--- src/rtl/br_resolve_queue_pkg.sv ---
// Shared types for the branch resolve queue: in-flight branch record and predictor update beat.
package br_resolve_queue_pkg;

  localparam int DEFAULT_IDX_W = 32;
  localparam int DEFAULT_DEPTH = 8;

  typedef struct packed {
    logic [DEFAULT_IDX_W-1:0] idx;
    logic                     pred;
  } inflight_t;

  typedef struct packed {
    logic                     en;
    logic                     taken;
    logic                     correct;
    logic [DEFAULT_IDX_W-1:0] idx;
  } bp_update_t;

endpackage

--- src/rtl/br_resolve_queue_if.sv ---
// Fetch/resolve stimulus side and predictor update side of the branch resolve queue.
interface br_resolve_queue_if #(
  parameter int DEPTH = 8,
  parameter int IDX_W = 32
);
  localparam int CNT_W = $clog2(DEPTH) + 1;

  logic             fetch_valid_i;
  logic [IDX_W-1:0] fetch_idx_i;
  logic             pred_i;
  logic             fetch_ready_o;
  logic             resolve_valid_i;
  logic             resolve_taken_i;
  logic             flush_i;
  logic [IDX_W-1:0] idx_o;
  logic             update_en_o;
  logic             br_result_o;
  logic             correct_o;
  logic             mispredict_o;
  logic [CNT_W-1:0] count_o;
  logic             err_o;

  modport master (
    output fetch_valid_i, fetch_idx_i, pred_i, resolve_valid_i, resolve_taken_i, flush_i,
    input  fetch_ready_o, idx_o, update_en_o, br_result_o, correct_o, mispredict_o,
           count_o, err_o
  );

  modport slave (
    input  fetch_valid_i, fetch_idx_i, pred_i, resolve_valid_i, resolve_taken_i, flush_i,
    output fetch_ready_o, idx_o, update_en_o, br_result_o, correct_o, mispredict_o,
           count_o, err_o
  );

endinterface

--- src/rtl/br_resolve_queue_fifo.sv ---
// In-order storage for in-flight branches; callers pre-qualify push/pop against full/empty.
module br_resolve_queue_fifo
  import br_resolve_queue_pkg::*;
#(
  parameter int DEPTH = DEFAULT_DEPTH
) (
  input  logic                       clk_i,
  input  logic                       rst_i,
  input  logic                       flush_i,
  input  logic                       push_i,
  input  logic                       pop_i,
  input  inflight_t                  wr_data_i,
  output inflight_t                  rd_data_o,
  output logic [$clog2(DEPTH):0]     count_o,
  output logic                       full_o,
  output logic                       empty_o
);

  localparam int PTR_W = $clog2(DEPTH);
  localparam int CNT_W = PTR_W + 1;

  inflight_t        mem [DEPTH];
  logic [PTR_W-1:0] wr_ptr;
  logic [PTR_W-1:0] rd_ptr;
  logic [CNT_W-1:0] count;

  // Pointers wrap naturally since DEPTH is a power of two; occupancy lives in its own register.
  always_ff @(posedge clk_i) begin
    if (rst_i || flush_i) begin
      wr_ptr <= '0;
      rd_ptr <= '0;
      count  <= '0;
    end else begin
      if (push_i) wr_ptr <= wr_ptr + 1'b1;
      if (pop_i)  rd_ptr <= rd_ptr + 1'b1;
      case ({push_i, pop_i})
        2'b10:   count <= count + 1'b1;
        2'b01:   count <= count - 1'b1;
        default: count <= count;
      endcase
    end
  end

  always_ff @(posedge clk_i) begin
    if (push_i) mem[wr_ptr] <= wr_data_i;
  end

  assign rd_data_o = mem[rd_ptr];
  assign count_o   = count;
  assign full_o    = (count == CNT_W'(DEPTH));
  assign empty_o   = (count == '0);

endmodule

--- src/rtl/br_resolve_queue.sv ---
// Holds fetched branches until they resolve, then issues one registered update beat to the predictor.
module br_resolve_queue
  import br_resolve_queue_pkg::*;
#(
  parameter int DEPTH = DEFAULT_DEPTH,
  parameter int IDX_W = DEFAULT_IDX_W
) (
  input logic               clk_i,
  input logic               rst_i,
  br_resolve_queue_if.slave bus
);

  localparam int CNT_W = $clog2(DEPTH) + 1;

  inflight_t        wr_entry;
  inflight_t        rd_entry;
  logic [CNT_W-1:0] count;
  logic             full;
  logic             empty;
  logic             push;
  logic             pop;
  bp_update_t       upd;
  logic             err;

  // Flush kills both sides of the handshake in the same cycle; nothing bypasses an empty queue.
  assign push = bus.fetch_valid_i & ~full & ~bus.flush_i;
  assign pop  = bus.resolve_valid_i & ~empty & ~bus.flush_i;

  assign wr_entry.idx  = bus.fetch_idx_i;
  assign wr_entry.pred = bus.pred_i;

  br_resolve_queue_fifo #(
    .DEPTH (DEPTH)
  ) u_fifo (
    .clk_i     (clk_i),
    .rst_i     (rst_i),
    .flush_i   (bus.flush_i),
    .push_i    (push),
    .pop_i     (pop),
    .wr_data_i (wr_entry),
    .rd_data_o (rd_entry),
    .count_o   (count),
    .full_o    (full),
    .empty_o   (empty)
  );

  // Beat payload is held between pops so the predictor sees stable idx/result lines.
  always_ff @(posedge clk_i) begin
    if (rst_i) begin
      upd <= '0;
      err <= 1'b0;
    end else begin
      upd.en <= pop;
      if (pop) begin
        upd.idx     <= rd_entry.idx;
        upd.taken   <= bus.resolve_taken_i;
        upd.correct <= (rd_entry.pred == bus.resolve_taken_i);
      end
      if (bus.resolve_valid_i && empty) err <= 1'b1;
    end
  end

  assign bus.fetch_ready_o = ~full;
  assign bus.count_o       = count;
  assign bus.update_en_o   = upd.en;
  assign bus.idx_o         = upd.idx;
  assign bus.br_result_o   = upd.taken;
  assign bus.correct_o     = upd.correct;
  assign bus.mispredict_o  = upd.en & ~upd.correct;
  assign bus.err_o         = err;

endmodule

--- src/flat_wrapper.sv ---
// flat-port wrapper written by rule: the top's interface ports become plain ports
module br_resolve_queue_flat import br_resolve_queue_pkg::*;
#(
  parameter int DEPTH = DEFAULT_DEPTH,
  parameter int IDX_W = DEFAULT_IDX_W
)
  (clk_i, rst_i, bus_fetch_valid_i, bus_fetch_idx_i, bus_pred_i, bus_resolve_valid_i, bus_resolve_taken_i, bus_flush_i, bus_fetch_ready_o, bus_idx_o, bus_update_en_o, bus_br_result_o, bus_correct_o, bus_mispredict_o, bus_count_o, bus_err_o);
  br_resolve_queue_if #(.DEPTH(DEPTH), .IDX_W(IDX_W)) bus_i ();
  input logic clk_i;
  input logic rst_i;
  input wire logic [$bits(bus_i.fetch_valid_i)-1:0] bus_fetch_valid_i;
  input wire logic [$bits(bus_i.fetch_idx_i)-1:0] bus_fetch_idx_i;
  input wire logic [$bits(bus_i.pred_i)-1:0] bus_pred_i;
  input wire logic [$bits(bus_i.resolve_valid_i)-1:0] bus_resolve_valid_i;
  input wire logic [$bits(bus_i.resolve_taken_i)-1:0] bus_resolve_taken_i;
  input wire logic [$bits(bus_i.flush_i)-1:0] bus_flush_i;
  output wire logic [$bits(bus_i.fetch_ready_o)-1:0] bus_fetch_ready_o;
  output wire logic [$bits(bus_i.idx_o)-1:0] bus_idx_o;
  output wire logic [$bits(bus_i.update_en_o)-1:0] bus_update_en_o;
  output wire logic [$bits(bus_i.br_result_o)-1:0] bus_br_result_o;
  output wire logic [$bits(bus_i.correct_o)-1:0] bus_correct_o;
  output wire logic [$bits(bus_i.mispredict_o)-1:0] bus_mispredict_o;
  output wire logic [$bits(bus_i.count_o)-1:0] bus_count_o;
  output wire logic [$bits(bus_i.err_o)-1:0] bus_err_o;
  assign bus_i.fetch_valid_i = bus_fetch_valid_i;
  assign bus_i.fetch_idx_i = bus_fetch_idx_i;
  assign bus_i.pred_i = bus_pred_i;
  assign bus_i.resolve_valid_i = bus_resolve_valid_i;
  assign bus_i.resolve_taken_i = bus_resolve_taken_i;
  assign bus_i.flush_i = bus_flush_i;
  assign bus_fetch_ready_o = bus_i.fetch_ready_o;
  assign bus_idx_o = bus_i.idx_o;
  assign bus_update_en_o = bus_i.update_en_o;
  assign bus_br_result_o = bus_i.br_result_o;
  assign bus_correct_o = bus_i.correct_o;
  assign bus_mispredict_o = bus_i.mispredict_o;
  assign bus_count_o = bus_i.count_o;
  assign bus_err_o = bus_i.err_o;
  br_resolve_queue #(.DEPTH(DEPTH), .IDX_W(IDX_W)) u_core (.clk_i(clk_i), .rst_i(rst_i), .bus(bus_i));
endmodule
--- config.mk ---
export PLATFORM = sky130hd
export DESIGN_NAME = br_resolve_queue_flat
export DESIGN_NICKNAME = d
export VERILOG_FILES = /design/src/rtl/br_resolve_queue_pkg.sv /design/src/rtl/br_resolve_queue_if.sv /design/src/rtl/br_resolve_queue_fifo.sv /design/src/rtl/br_resolve_queue.sv /design/src/flat_wrapper.sv
export SDC_FILE = /design/constraint.sdc
export NUM_CORES = 1
export LEC_CHECK = 0
export ABC_AREA = 1
export CORE_MARGIN = 2
export CORE_UTILIZATION = 61
export DETAILED_ROUTE_END_ITERATION = 16
export PLACE_DENSITY = 0.87
export SYNTH_ARGS = -nofsm -noshare
export SYNTH_HDL_FRONTEND = slang
export SYNTH_SLANG_ARGS = --single-unit
--- constraint.sdc ---
create_clock -name clk_i -period 7.94 [get_ports clk_i]
set_input_delay 0.794 -clock clk_i [delete_from_list [all_inputs] [get_ports clk_i]]
set_output_delay 0.794 -clock clk_i [all_outputs]
set_load 0.1 [all_outputs]
# [Yosys cells after proc, flatten, opt, wreduce, memory -nomap -nowiden]
# Memory sizes are Yosys's and may differ from the RTL's. A register that Yosys moved wholly into a read port is not among the register bits.
# Index checks and enable logic that the tools add are counted.
[totals] regBits=46 mem_bits_rw=264 input_bits=39 mem_count=1
[op_classes] add_sub_neg=4 eq_ne=4 muxes=5 bitwise_logic=9 reduce_logical=4
[memory_table] name="u_core.u_fifo.mem" depth=8 width=33 read_ports=1 rd_clocked_by_memory_dff=1 wr=1 line="br_resolve_queue_fifo.sv:22" rtl="inflight_t mem [DEPTH];"
[ops] operator="case mux 4 bit (2 select lines)" n=1
[ops] operator="adder 3 x 1 -> 3 bit, second input constant" n=2
[ops] operator="two-way mux 3 bit" n=2
[ops] operator="AND 1 bit" n=5
[ops] operator="adder 4 x 1 -> 4 bit, second input constant" n=1
[ops] operator="equality test 4 bit, second input constant" n=1
[ops] operator="zero test 4 bit" n=1
[ops] operator="inverter 1 bit" n=4
[ops] operator="subtractor 4 x 1 -> 4 bit, second input constant" n=1
[ops] operator="equality test 2 x 1 -> 1 bit, second input constant" n=1
[ops] operator="equality test 2 bit, second input constant" n=1
[ops] operator="two-way mux 1 bit" n=2
[ops] operator="nonzero test 2 bit" n=1
[ops] operator="equality test 1 bit" n=1
[ops] operator="logical AND 1 bit" n=1
[ops] operator="logical OR 1 bit" n=1

# [Logic depth before layout (Yosys ltp)]
# Gate-level depths: netlist of run 1.
[depth] word_depth=6 mapped_depth=12

# [Cells and area by module]
# Synthesis of run 1 repeated with hierarchy kept, for this count alone.
[unflattened] hier_cells=999 area_unflattened_um2=12245.5
[by_module_without_submodules] module="br_resolve_queue_fifo" n_inst=1 cells_per_inst=832 area_each_um2=10951.8 seq_area_each_um2=8187.9
[by_module_without_submodules] module="br_resolve_queue" n_inst=1 cells_per_inst=167 area_each_um2=1293.7 seq_area_each_um2=720.7

# [Least setup slack after synthesis of run 1]
# No wires, ideal clock.
[synth_timing] kind="reg-to-reg" startpoint="reg u_core.u_fifo.count[1] (netlist: u_core.u_fifo.count_o[1])" endpoint="mem u_core.u_fifo.mem[0][0] in the netlist's numbering (enable)" arrival_time_ns=3.953 required_time_ns=7.517 path_slack_ns=3.564 path_stages_with_launch=8 path_cell_list="dfxtp_1 nor2_1 nand2_1 nand2_1 nor2_2 inv_1 or2_1 nor2_1"
[synth_via] elab_chain_len=6
[synth_lines] item="from (decl)" line="br_resolve_queue_fifo.sv:25" rtl="logic [CNT_W-1:0] count;"
[synth_lines] item="from (signal assigned)" line="br_resolve_queue_fifo.sv:37" rtl="2'b10: count <= count + 1'b1;"
[synth_lines] item="from (signal assigned)" line="br_resolve_queue_fifo.sv:38" rtl="2'b01: count <= count - 1'b1;"
[synth_lines] item="from (signal assigned)" line="br_resolve_queue_fifo.sv:39" rtl="default: count <= count;"
[synth_lines] item="equality test 4 bit" line="br_resolve_queue_fifo.sv:50" rtl="assign full_o = (count == CNT_W'(DEPTH));"
[synth_lines] item="inverter 1 bit"
[synth_lines] item="named net bus_fetch_ready_o" line="flat_wrapper.sv:17" rtl="output wire logic [$bits(bus_i.fetch_ready_o)-1:0] bus_fetch_ready_o;"
[synth_lines] item="AND 1 bit (2 in a row)" line="br_resolve_queue.sv:26" rtl="assign push = bus.fetch_valid_i & ~full & ~bus.flush_i;"
[synth_lines] item="two-way mux 1 bit" line="br_resolve_queue_fifo.sv:45" rtl="if (push_i) mem[wr_ptr] <= wr_data_i;"
[synth_lines] item="two-way mux 1 bit (implied by the code)" line="br_resolve_queue_fifo.sv:45"
[synth_lines] item="to (decl)" line="br_resolve_queue_fifo.sv:22"
# The timed path passes the listed nets, and every way through them passes these cells.

# [Worst setup path after layout of run 1]
[layout_timing] startpoint="reg u_core.u_fifo.count[1] (netlist: u_core.u_fifo.count_o[1])" endpoint="out bus_fetch_ready_o"
[layout_via] elab_chain_len=2
[layout_lines] item="equality test 4 bit" line="br_resolve_queue_fifo.sv:50"
[layout_lines] item="inverter 1 bit" line="br_resolve_queue.sv:63" rtl="assign bus.fetch_ready_o = ~full;"
[layout_lines] item="to (decl)" line="flat_wrapper.sv:17"
# Every way passes these cells.

==> summary.md, run 1 <==
| Metric | Value |
|---|---|
| Final setup violation count | 0 |
| Skew-Pair Late Insertion Delay | 0.53 ns |
| Worst-Margin Slew | 1.335 ns |
| Leak pwr | 0.004695 uW |
| Max Slew Vio Count | 0 |
| Synth Area per Inst | 12.53 um^2 |
| First-pass GRT wire length | 41.34 mm |
| Fin Clk Skew | 0.009985 ns |
| Compound-Gate Fraction of Synth Area | 13.36% |
| Final period util | 38.50% |
| Routed wire length on met2 | 12.84 mm |
| CTS tree | yes |
| Ant. Diodes | 0 |
| Worst VDD drop | 0.0002311 V |
| Crit-path max cell delay | 1.13 ns |
| IO buf count | 80 |
| CP top delay family | buffers and inverters |
| Routed vias | 7953 |
| CP max FO | 5 |
| Cts hold-fix bufs | 0 |
| Total wire length | 26.13 mm |
| Worst Path Arrival | 2.26 ns |
| RSZ-0062 raised after global routing | false |
| CP max-delay cell | clkdlybuf4s50_1 |
| Unique masters post-synth | 29 |
| Post-Synth Simple-Gate Area | 9.329% |
| GPL Wtd Cong | 0.7802 |
| Total global routing track utilization | 24.58% |
| Root Buffer | clkbuf_16 |
| Top Metal Used | met4 |
| Full die area | 21130 um^2 |
| Max_slew headroom | 10.81% |
| DR WL/cell | 19.76 um |
| Crit. End Element | output port |
| Core ar. | 19530 um^2 |
| Share of cells above drive strength 1 | 7.947% |
| Initial antenna violation count | 0 |
| WP data required | 7.15 ns |
| Post-CTS sizing | 0 |
| IO Count | 81 |
| Die Y | 145.4 um |
| Sink Count | 313 |
| Adder-cell share of the synthesized area | 0.5131% |
| Clock Path Buffers | 3 |
| Final hold vios | 0 |
| Number of H-tree levels | 1 |
| Nets | 1079 |
| Hold Startpoint | u_core.bus.err_o |
| Die X | 145.4 um |
| Mux contribution to synthesized area | 0% |
| Initial cell density of the core | 62.44% |
| Worst reg2reg startpoint | u_core.u_fifo.count_o[1] |
| Drt pass-1 iters | 5 |
| Placed insts | 1270 |
| Pin count of the biggest net entering global routing | 133 |
| Total Neg Setup Slack | 0 ns |
| Met3 WL | 2.194 mm |
| Vias in the first global route | 7898 |
| CP Cell Sequence | nor2_1 -> nand2_1 -> clkdlybuf4s50_1 |
| Final HPWL DP | 12.43 mm |
| Synth warn | 0 |
| Final ANT Viol Nets | 0 |
| Gr ovfl total | 0 |
| FP Rows | 51 |
| Clock slew at reported path FFs | 0.06 ns |
| Max-cap violations | 0 |
| Iteration-0 DRC Markers | 792 |
| Post-DR vias/cell | 6.016 |
| Max frequency | 0.3271 GHz |
| PwrDens | 243.8 nW/um^2 |
| Post-synthesis cell count | 973 |
| Detailed-route DRC error count | 0 |
| Final min period | 3.057 ns |
| Status | completed |
| Postcts setup bufs | 0 |
| Sequential area share after synthesis | 73.07% |
| Synthesized area | 12190 um^2 |
| Crit path buffers/inverters | 1 |
| Layout area overhead | 15.96% |
| Worst Setup Path Type | reg -> out |
| Post-Layout Cell Count | 1322 |
| HP Class | reg -> reg |
| Critical Path Start Type | register |
| Synth Net Count | 1017 |
| Yosys reg bits | 313 |
| Post-Synth XOR/XNOR Area | 0.2155% |
| CTS buffer count | 28 |
| Met1 WL | 10.16 mm |
| Setup crit start | u_core.u_fifo.count_o[1] |
| Combinational family with the most area after synthesis | compound AO/OA/AOI/OAI gates |
## registers in the layout, indices dropped and copies added, names as in the netlist, named ones only
name / flops
u_core.u_fifo.count_o: 4
u_core.bus.correct_o: 1
u_core.bus.err_o: 1
u_core.bus.idx_o: 32
u_core.u_fifo.wr_ptr: 3
u_core.bus.update_en_o: 1
u_core.u_fifo.mem: 264
u_core.u_fifo.rd_ptr: 3
u_core.bus.br_result_o: 1
## cell usage after synthesis, drive strengths merged
cell type | instances | area share [%]
edfxtp | 264 | 65
nor2 | 211 | 6.8
o21ai | 155 | 6.4
o211ai | 64 | 3.9
nand2 | 59 | 1.8
dfxtp | 49 | 8.0
clkbuf | 32 | 1.0
a21oi | 31 | 1.3
inv | 29 | 0.93
buf | 27 | 1.6
a21boi | 14 | 0.86
o21a | 14 | 0.86
nand3 | 13 | 0.57
ha | 5 | 0.51
xor2 | 3 | 0.22
nor3 | 1 | 0.041
o21bai | 1 | 0.062
or2 | 1 | 0.051
## power by group
group	internal [uW]	leakage (uW)	total [uW]	switching [uW]
sequential	1800	0.00278	1810	12.3
clock	848	0.000474	1420	569
combinational	60.7	0.00144	217	156
## path summary, 6_finish.rpt
check | end | slack (ns) | cells past startpoint
setup / recovery | bus_fetch_ready_o | 4.88 | 3
hold / removal | u_core.bus.err_o | 0.47 | 2
setup reg to reg | u_core.u_fifo.mem[4][20] | 5.15 | 7
hold reg to reg | u_core.bus.err_o | 0.47 | 2
## layer usage
layer | global-route usage, % | up-vias
li1 | - | 3618
met1 | 32.00 | 3836
met2 | 41.18 | 409
met5 | 0 | -
met4 | 11.52 | 0
met3 | 3.793 | 90
## worst min-delay path, delay by kind of cell (launching register included)
| family | cells | cell delay, ns |
|---|---|---|
| flops | 1 | 0.31 |
| buf+inv | 1 | 0.05 |
| compound gates | 1 | 0.06 |
## area by class of cell
class                           instances  area, um^2
Clock buffer                           36       772.0
Clock inverter                         16       205.2
Fill cell                            1202        5389
Inverter                               29       113.9
Multi-Input combinational cell        572        2915
Sequential cell                       313        8916
Tap cell                              265       331.6
Timing Repair Buffer                   91       883.3
## through the flow
stage               instance area, um^2  setup WS (ns)  total power (uW)  utilization (%)  hold slack, ns
CTS                               14140          4.870              3451            72.40          0.4655
global placement                  13160          4.689              2054            67.40          0.4374
global route                      14140          4.809              3529            72.40          0.4772
detailed placement                13160          4.610              2060            67.40          0.4507
floorplan                         12190          3.564              1987                -          0.4334
finish                            14140          4.883              3446            72.40          0.4678
## kinds of logic (layout without fill, tap and decap cells)
| family | count (synthesis) | count (layout) |
|---|---|---|
| xor gates and xnor gates | 3 | 3 |
| and+or+nand+nor | 285 | 285 |
| adders and majority gates | 5 | 5 |
| buffers and inverters | 88 | 172 |
| AOI/OAI and AO/OA | 279 | 279 |
| DFF | 313 | 313 |
## placed cells by master (no fill, tap or decap), types with 8 or more instances in the layout
cell type,netlist,routed
nor2_2,17,17
clkdlybuf4s50_1,0,80
clkbuf_16,0,29
o211ai_1,64,64
nand2_1,59,59
nor2_1,194,186
o21ai_0,139,139
edfxtp_1,264,264
inv_1,27,27
o21ai_1,16,16
dfxtp_1,49,47
nor2_4,0,8
a21oi_1,31,31
o21a_1,14,14
nand3_1,12,12
buf_4,6,11
(Power assumes the default switching activity.)
==> inputs of run 2 (changes only) <==
--- a/config.mk
+++ b/config.mk
@@ -7,9 +7,9 @@
 export LEC_CHECK = 0
 export ABC_AREA = 1
 export CORE_MARGIN = 2
-export CORE_UTILIZATION = 61
+export CORE_UTILIZATION = 59
 export DETAILED_ROUTE_END_ITERATION = 16
-export PLACE_DENSITY = 0.87
+export PLACE_DENSITY = 0.85
 export SYNTH_ARGS = -nofsm -noshare
 export SYNTH_HDL_FRONTEND = slang
 export SYNTH_SLANG_ARGS = --single-unit
==> constraint.sdc (replaced) <==
create_clock -name clk_i -period 2.9 [get_ports clk_i]
set_input_delay 0.29 -clock clk_i [delete_from_list [all_inputs] [get_ports clk_i]]
set_output_delay 0.29 -clock clk_i [all_outputs]
set_load 0.1 [all_outputs]
==> run 2 against run 1 <==
  * Sequential power grew to 2.7 times the previous value
  * First-iteration DRC count increased by 15%
  * Critical path type is now reg -> reg
  * Power grew to 2.8 times the previous value
  * Cell count grew 1.2%
  * Combinational power rose to 2.7 times the previous value
  * Hold slack worse by 0.094 ns
  * Sequential cell count unchanged
  * Clock skew down 0.0020 ns
==> summary.md, run 2 (synthesis results as in run 1) <==
| Metric | Value |
|---|---|
| Gr ovfl total | 0 (unchanged) |
| Clk pwr share | 42.3% (+1.2 points) |
| Post-DR vias/cell | 5.884 (-2.2%) |
| Comb pwr share | 6.2% (about the same) |
| CTS buffer count | 29 (+3.6%) |
| Net switching power | 2022 uW (+170%) |
| Top Metal Used | met4 |
| Routed vias | 7873 (-1.0%) |
| Hold Startpoint | rst_i |
| GPL Wtd Cong | 0.7360 (-5.7%) |
| RSZ-0062 raised after global routing | false |
| First-pass GRT wire length | 40.76 mm (-1.4%) |
| Total wire length | 25.75 mm (-1.5%) |
| Drt pass-1 iters | 5 (unchanged) |
| PwrDens | 675.3 nW/um^2 (+180%) |
| Sw Share | 20.98% (-0.42 points) |
| CP max FO | 25 (+20) |
| Commonest non-fill, non-tap cell in the layout | edfxtp_1 |
| Final setup violation count | 0 (unchanged) |
| Met3 WL | 1.907 mm (-13%) |
| Placed insts | 1287 (+1.3%) |
| Leak pwr | 0.004885 uW (+4.0%) |
| Clock slew at reported path FFs | 0.06 ns (about the same) |
| Share of cells above drive strength 1 | 13.39% (+5.4 points) |
| Detailed-route DRC error count | 0 (unchanged) |
| Root Buffer | clkbuf_16 |
| Post-Layout Cell Count | 1338 (+1.2%) |
| WP data required | 3.14 ns (-4.01 ns) |
| Max_slew headroom | 45.73% (+35 points) |
| Max-cap violations | 0 (unchanged) |
| Pin count of the biggest net entering global routing | 72 (-46%) |
| R2R cell count | 8 (+1) |
| Most flops, register | u_core.u_fifo.mem |
| Max FFs per register | 264 (unchanged) |
| Worst reg-to-reg setup slack | 0.71 ns (-4.44 ns) |
| Final hold slack | 0.3738 ns (-0.09400 ns) |
| IO Count | 81 (unchanged) |
| Worst Path Arrival | 2.42 ns (+0.16 ns) |
| Number of H-tree levels | 1 (unchanged) |
| Worst Hold End | u_core.bus.err_o |
| CTS tree | yes |
| Skew-Pair Late Insertion Delay | 0.54 ns (about the same) |
| RR Endpoint | u_core.u_fifo.mem[2][28] |
| IO buf count | 80 (unchanged) |
| Layout area overhead | 17.07% |
| Final min period | 2.186 ns |
| Cts hold-fix bufs | 0 (unchanged) |
| Max Slew Vio Count | 0 (unchanged) |
| Pint | 7615 uW (+180%) |
| Clock Path Buffers | 3 (unchanged) |
| Die X | 147.8 um (+1.6%) |
| Initial cell density of the core | 60.25% (-2.2 points) |
| Routed wire length on met2 | 12.75 mm (-0.72%) |
| Worst VDD drop | 0.0006188 V (+170%) |
| Final hold vios | 0 (unchanged) |
| Commonest cells after routing, fill and taps aside | edfxtp_1, nor2_1, o21ai_0 |
| Cells on Worst Hold Path | 2 (unchanged) |
| Vias in the first global route | 7926 (+0.35%) |
| Sink Count | 313 (unchanged) |
| Total Neg Setup Slack | 0 ns (unchanged) |
| Fin Clk Skew | 0.008017 ns (-0.001968 ns) |
| Post-CTS sizing | 0 (unchanged) |
| Status | completed |
| DR WL/cell | 19.24 um (-2.6%) |
| Worst-Margin Slew | 0.8129 ns (-0.5218 ns) |
| Crit. End Element | register |
| Initial antenna violation count | 0 (unchanged) |
| Pwr Total | 9638 uW (+180%) |
| Worst reg2reg startpoint | u_core.u_fifo.count_o[1] |
| Full die area | 21830 um^2 (+3.3%) |
| Critical Path Start Type | register |
| Iteration-0 DRC Markers | 911 (+15%) |
| Final period util | 75.36% |
| Ant. Diodes | 0 (unchanged) |
| FP Rows | 52 (+2.0%) |
| Seq pwr share | 51.5% (-1.1 points) |
| Final HPWL DP | 13.82 mm (+11%) |
| Met1 WL | 10.24 mm (+0.76%) |
| Nets | 1092 (+1.2%) |
| Max frequency | 0.4576 GHz |
| Core utilization of the finished layout | 70.54% (-1.9 points) |
| Total global routing track utilization | 23.93% (-0.65 points) |
| Core ar. | 20230 um^2 (+3.6%) |
| HP Class | in -> reg |
| Postcts setup bufs | 0 (unchanged) |
| Worst Setup Path Type | reg -> reg |
| Final ANT Viol Nets | 0 (unchanged) |
| Die Y | 147.8 um (+1.6%) |
==> run 2: worst max-delay path by stage <==
| stage | to | cells past startpoint | start | slack, ns |
|---|---|---|---|---|
| floorplan | u_core.u_fifo.mem[0][0] | 8 | u_core.u_fifo.count_o[3] | 0.07 |
| global placement | u_core.u_fifo.mem[2][2] | 7 | bus_fetch_valid_i | 0.55 |
| detailed placement | u_core.u_fifo.mem[2][28] | 7 | bus_fetch_valid_i | 0.51 |
| CTS | u_core.u_fifo.mem[2][28] | 8 | u_core.u_fifo.count_o[1] | 0.73 |
| global route | u_core.bus.idx_o[25] | 8 | register | 0.54 |
| finish | u_core.u_fifo.mem[2][28] | 8 | u_core.u_fifo.count_o[1] | 0.71 |
==> run 2: per-layer routing <==
metal  vias to the layer above  global-route usage [%]
met1                      3738                   31.22
met5                         -                       0
met2                       407                   40.21
li1                       3650                       -
met4                         0                   11.11
met3                        78                   3.395
==> run 2: worst max-delay path, cell delays in order, from the launching register on <==
cell	delay [ns]
dfxtp_2	0.37
nor2_1	0.09
nand2_4	0.07
nand2_1	0.07
nor2_2	0.14
inv_1	0.12
or2_1	0.39
nor2_4	0.36
buf_12	0.25
==> run 2: final cells by class <==
class                   instances  area (um^2)
well taps                     270        337.8
clock inverters                15        252.7
repair buffers                103        943.4
flip-flops and latches        313         8920
clock buffers                  36        782.0
fillers                      1258         5962
inverters                      29        113.9
multi-input cells             572         2923
==> run 2: per-stage QoR <==
step | area [um^2] | setup WS, ns
after floorplan | 12260 | 0.07035
after global placement | 13240 | 0.5522
after detailed placement | 13240 | 0.5140
after CTS | 14270 | 0.7285
after global routing | 14270 | 0.5385
final | 14270 | 0.7145
==> run 2: power by group through the flow <==
stage,registers (uW),clock network (uW),logic [uW]
after global routing,4970,4280,639
after detailed placement,5060,0,587
final,4960,4080,595
after global placement,5060,0,574
after CTS,4960,4100,595
after floorplan,5240,0,206
==> inputs of run 3 (changes only) <==
--- a/config.mk
+++ b/config.mk
@@ -7,9 +7,9 @@
 export LEC_CHECK = 0
 export ABC_AREA = 1
 export CORE_MARGIN = 2
-export CORE_UTILIZATION = 59
+export CORE_UTILIZATION = 53
 export DETAILED_ROUTE_END_ITERATION = 16
-export PLACE_DENSITY = 0.85
+export PLACE_DENSITY = 0.81
 export SYNTH_ARGS = -nofsm -noshare
 export SYNTH_HDL_FRONTEND = slang
 export SYNTH_SLANG_ARGS = --single-unit
==> constraint.sdc (replaced) <==
create_clock -name clk_i -period 1.8 [get_ports clk_i]
set_input_delay 0.18 -clock clk_i [delete_from_list [all_inputs] [get_ports clk_i]]
set_output_delay 0.18 -clock clk_i [all_outputs]
set_load 0.1 [all_outputs]
==> run 3 against run 2 <==
  * The run now ends with negative setup slack left
  * Core utilization down 4.7 points
  * Register-to-register slack worse by 0.77 ns
  * Global-route usage down 2.0 points
  * Clock skew up 0.0087 ns
  * Critical path depth up 2
  * Power up 58%
  * Clock-buffer cell count up 8
  * Hold slack worse by 0.14 ns
  * Fmax up 18%
  * Largest cell class unchanged
  * Highest routed layer unchanged
==> summary.md, run 3 (synthesis results as in run 1) <==
| Metric | Value |
|---|---|
| Status | finished, violations left |
| Failing checks | negative setup slack |
| Die Y | 155.7 um (+5.4%) |
| Critical Path Start Type | register |
| Area after DPL | 13670 um^2 (+3.3%) |
| CP max FO | 7 (-72%) |
| Crit. End Element | register |
| Total global routing track utilization | 21.89% (-2.0 points) |
| Core utilization of the finished layout | 65.85% (-4.7 points) |
| Number of H-tree levels | 1 (unchanged) |
| Full die area | 24230 um^2 (+11%) |
| Worst reg2reg startpoint | u_core.u_fifo.count_o[3] |
| Nets | 1130 (+3.5%) |
| PwrDens | 1020 nW/um^2 (+51%) |
| Gr ovfl total | 0 (unchanged) |
| Fin Clk Skew | 0.01673 ns (+0.008709 ns) |
| IO buf count | 80 (unchanged) |
| Worst Path Arrival | 2.12 ns (-0.30 ns) |
| Worst Setup Path Type | reg -> reg |
| IO Count | 81 (unchanged) |
| CP max-delay cell | dfxtp_4 |
| Crit path buffers/inverters | 4 (+2) |
| Final HPWL DP | 15.87 mm (+15%) |
| Commonest cells after routing, fill and taps aside | edfxtp_1, nor2_1, o21ai_0 |
| Skew-Pair Late Insertion Delay | 0.56 ns (+0.02 ns) |
| Setup crit start | u_core.u_fifo.count_o[3] |
| Clock Path Buffers | 3 (unchanged) |
| Clock slew at reported path FFs | 0.06 ns (about the same) |
| Initial antenna violation count | 0 (unchanged) |
| Hold Startpoint | rst_i |
| Share of cells above drive strength 1 | 17.58% (+4.2 points) |
| Ant. Diodes | 0 (unchanged) |
| Max-cap violations | 0 (unchanged) |
| Commonest non-fill, non-tap cell in the layout | edfxtp_1 |
| CTS tree | yes |
| Total wire length | 28.28 mm (+9.8%) |
| Final hold vios | 0 (unchanged) |
| Final ANT Viol Nets | 0 (unchanged) |
| Final setup margin | -0.05135 ns (-0.7658 ns) |
| GPL Wtd Cong | 0.8299 (+13%) |
| CTS buffer count | 31 (+6.9%) |
| Die X | 155.7 um (+5.4%) |
| CP top delay family | simple AND/OR/NAND/NOR gates |
| Critical Path Most Common Cell | nor2_4 |
| Leak pwr | 0.005144 uW (+5.3%) |
| Layout area overhead | 22.28% |
| WP data required | 2.07 ns (-1.07 ns) |
| Final period util | 102.9% (+27 points) |
| Max Slew Vio Count | 0 (unchanged) |
| DR WL/cell | 20.29 um (+5.4%) |
| Filler Cell Count | 1498 (+19%) |
| Root Buffer | clkbuf_16 |
| Max frequency | 0.5401 GHz (+18%) |
| Crit-path max cell delay | 0.36 ns (-0.03 ns) |
| HP Class | in -> reg |
| Worst-Margin Slew | 0.4219 ns (-0.3910 ns) |
| First-pass GRT wire length | 41.39 mm (+1.6%) |
| Drt pass-1 iters | 5 (unchanged) |
| Worst VDD drop | 0.0008169 V (+32%) |
| Final setup violation count | 76 (+76) |
| Pin count of the biggest net entering global routing | 81 (+13%) |
| Max_slew headroom | 71.87% (+26 points) |
| Most flops, register | u_core.u_fifo.mem |
| Final Instance Area | 14910 um^2 (+4.5%) |
| Vias in the first global route | 7788 (-1.7%) |
| RSZ-0062 raised after global routing | true |
| Post-DR vias/cell | 5.824 (-1.0%) |
| Final hold slack | 0.2347 ns (-0.1391 ns) |
| Max FFs per register | 264 (unchanged) |
| Core ar. | 22640 um^2 (+12%) |
| FP Rows | 55 (+5.8%) |
| Final min period | 1.851 ns (-0.3342 ns) |
| CP Cell Sequence | inv_4 -> nor2_4 -> nand2_8 -> nand2_4 -> nor2_4 -> inv_4 -> or2_4 -> nor2_4 -> buf_12 -> clkbuf_16 |
| Routed vias | 8119 (+3.1%) |
| Sink Count | 313 (unchanged) |
| Iteration-0 DRC Markers | 848 (-6.9%) |
| Initial cell density of the core | 53.85% (-6.4 points) |
| Detailed-route DRC error count | 0 (unchanged) |
| Worst reg-to-reg setup slack | -0.05 ns (-0.77 ns) |
run 3: cell count changes in the layout (fill, tap and decap cells not counted), sizes merged:
cell	change
buf	+30
clkbuf	+13
bufinv	-5
inv	+2
bufbuf	+1
clkinv	+1
clkinvlp	-1
run 3: per-layer routing:
metal / global-route usage [%] / up-vias / routed length (um)
met3: 3.250 / 54 / 1934
met2: 37.51 / 349 / 14640
met4: 7.165 / 0 / 620
met5: 0 / - / 0
li1: - / 3737 / -
met1: 29.05 / 3979 / 11080
run 3: final timing paths:
check                                  end  depth (start not counted)
setup / recovery  u_core.u_fifo.mem[4][32]                         10
hold / removal            u_core.bus.err_o                          2
setup reg to reg  u_core.u_fifo.mem[4][32]                         10
hold reg to reg           u_core.bus.err_o                          2
run 3: area by class of cell:
type,count,area (um^2),area share (%)
Inverter,29,118.9,0.7973
Tap cell,285,356.6,2.392
Timing Repair Buffer,139,1524,10.22
Multi-Input combinational cell,572,3018,20.24
Clock buffer,44,844.6,5.665
Clock inverter,12,113.9,0.7637
Sequential cell,313,8932,59.92
run 3: where the power goes:
part	total [uW]	switching, uW	internal, uW
registers	7980	42.1	7940
clock network	6160	2620	3540
logic	1070	744	322
total	15200	3410	11800
run 3: per-stage QoR:
step	instances	total power [uW]	setup TNS (ns)	setup WS, ns
after floorplan	973	8776	-114.57	-0.4942
after global placement	1328	9122	-17.85	-0.1822
after detailed placement	1328	9153	-21.96	-0.2461
after CTS	1386	15200	-0.09741	-0.02713
after global routing	1394	15600	-10.52	-0.09164
final	1394	15210	-2.504	-0.05135
run 3: timing repair:
item,CTS,global route
pin swaps,3,6
resized for setup,6,14
cloned,1,5
setup buffers,1,3
endpoints found under the setup margin,40,145
hold buffers,0,0
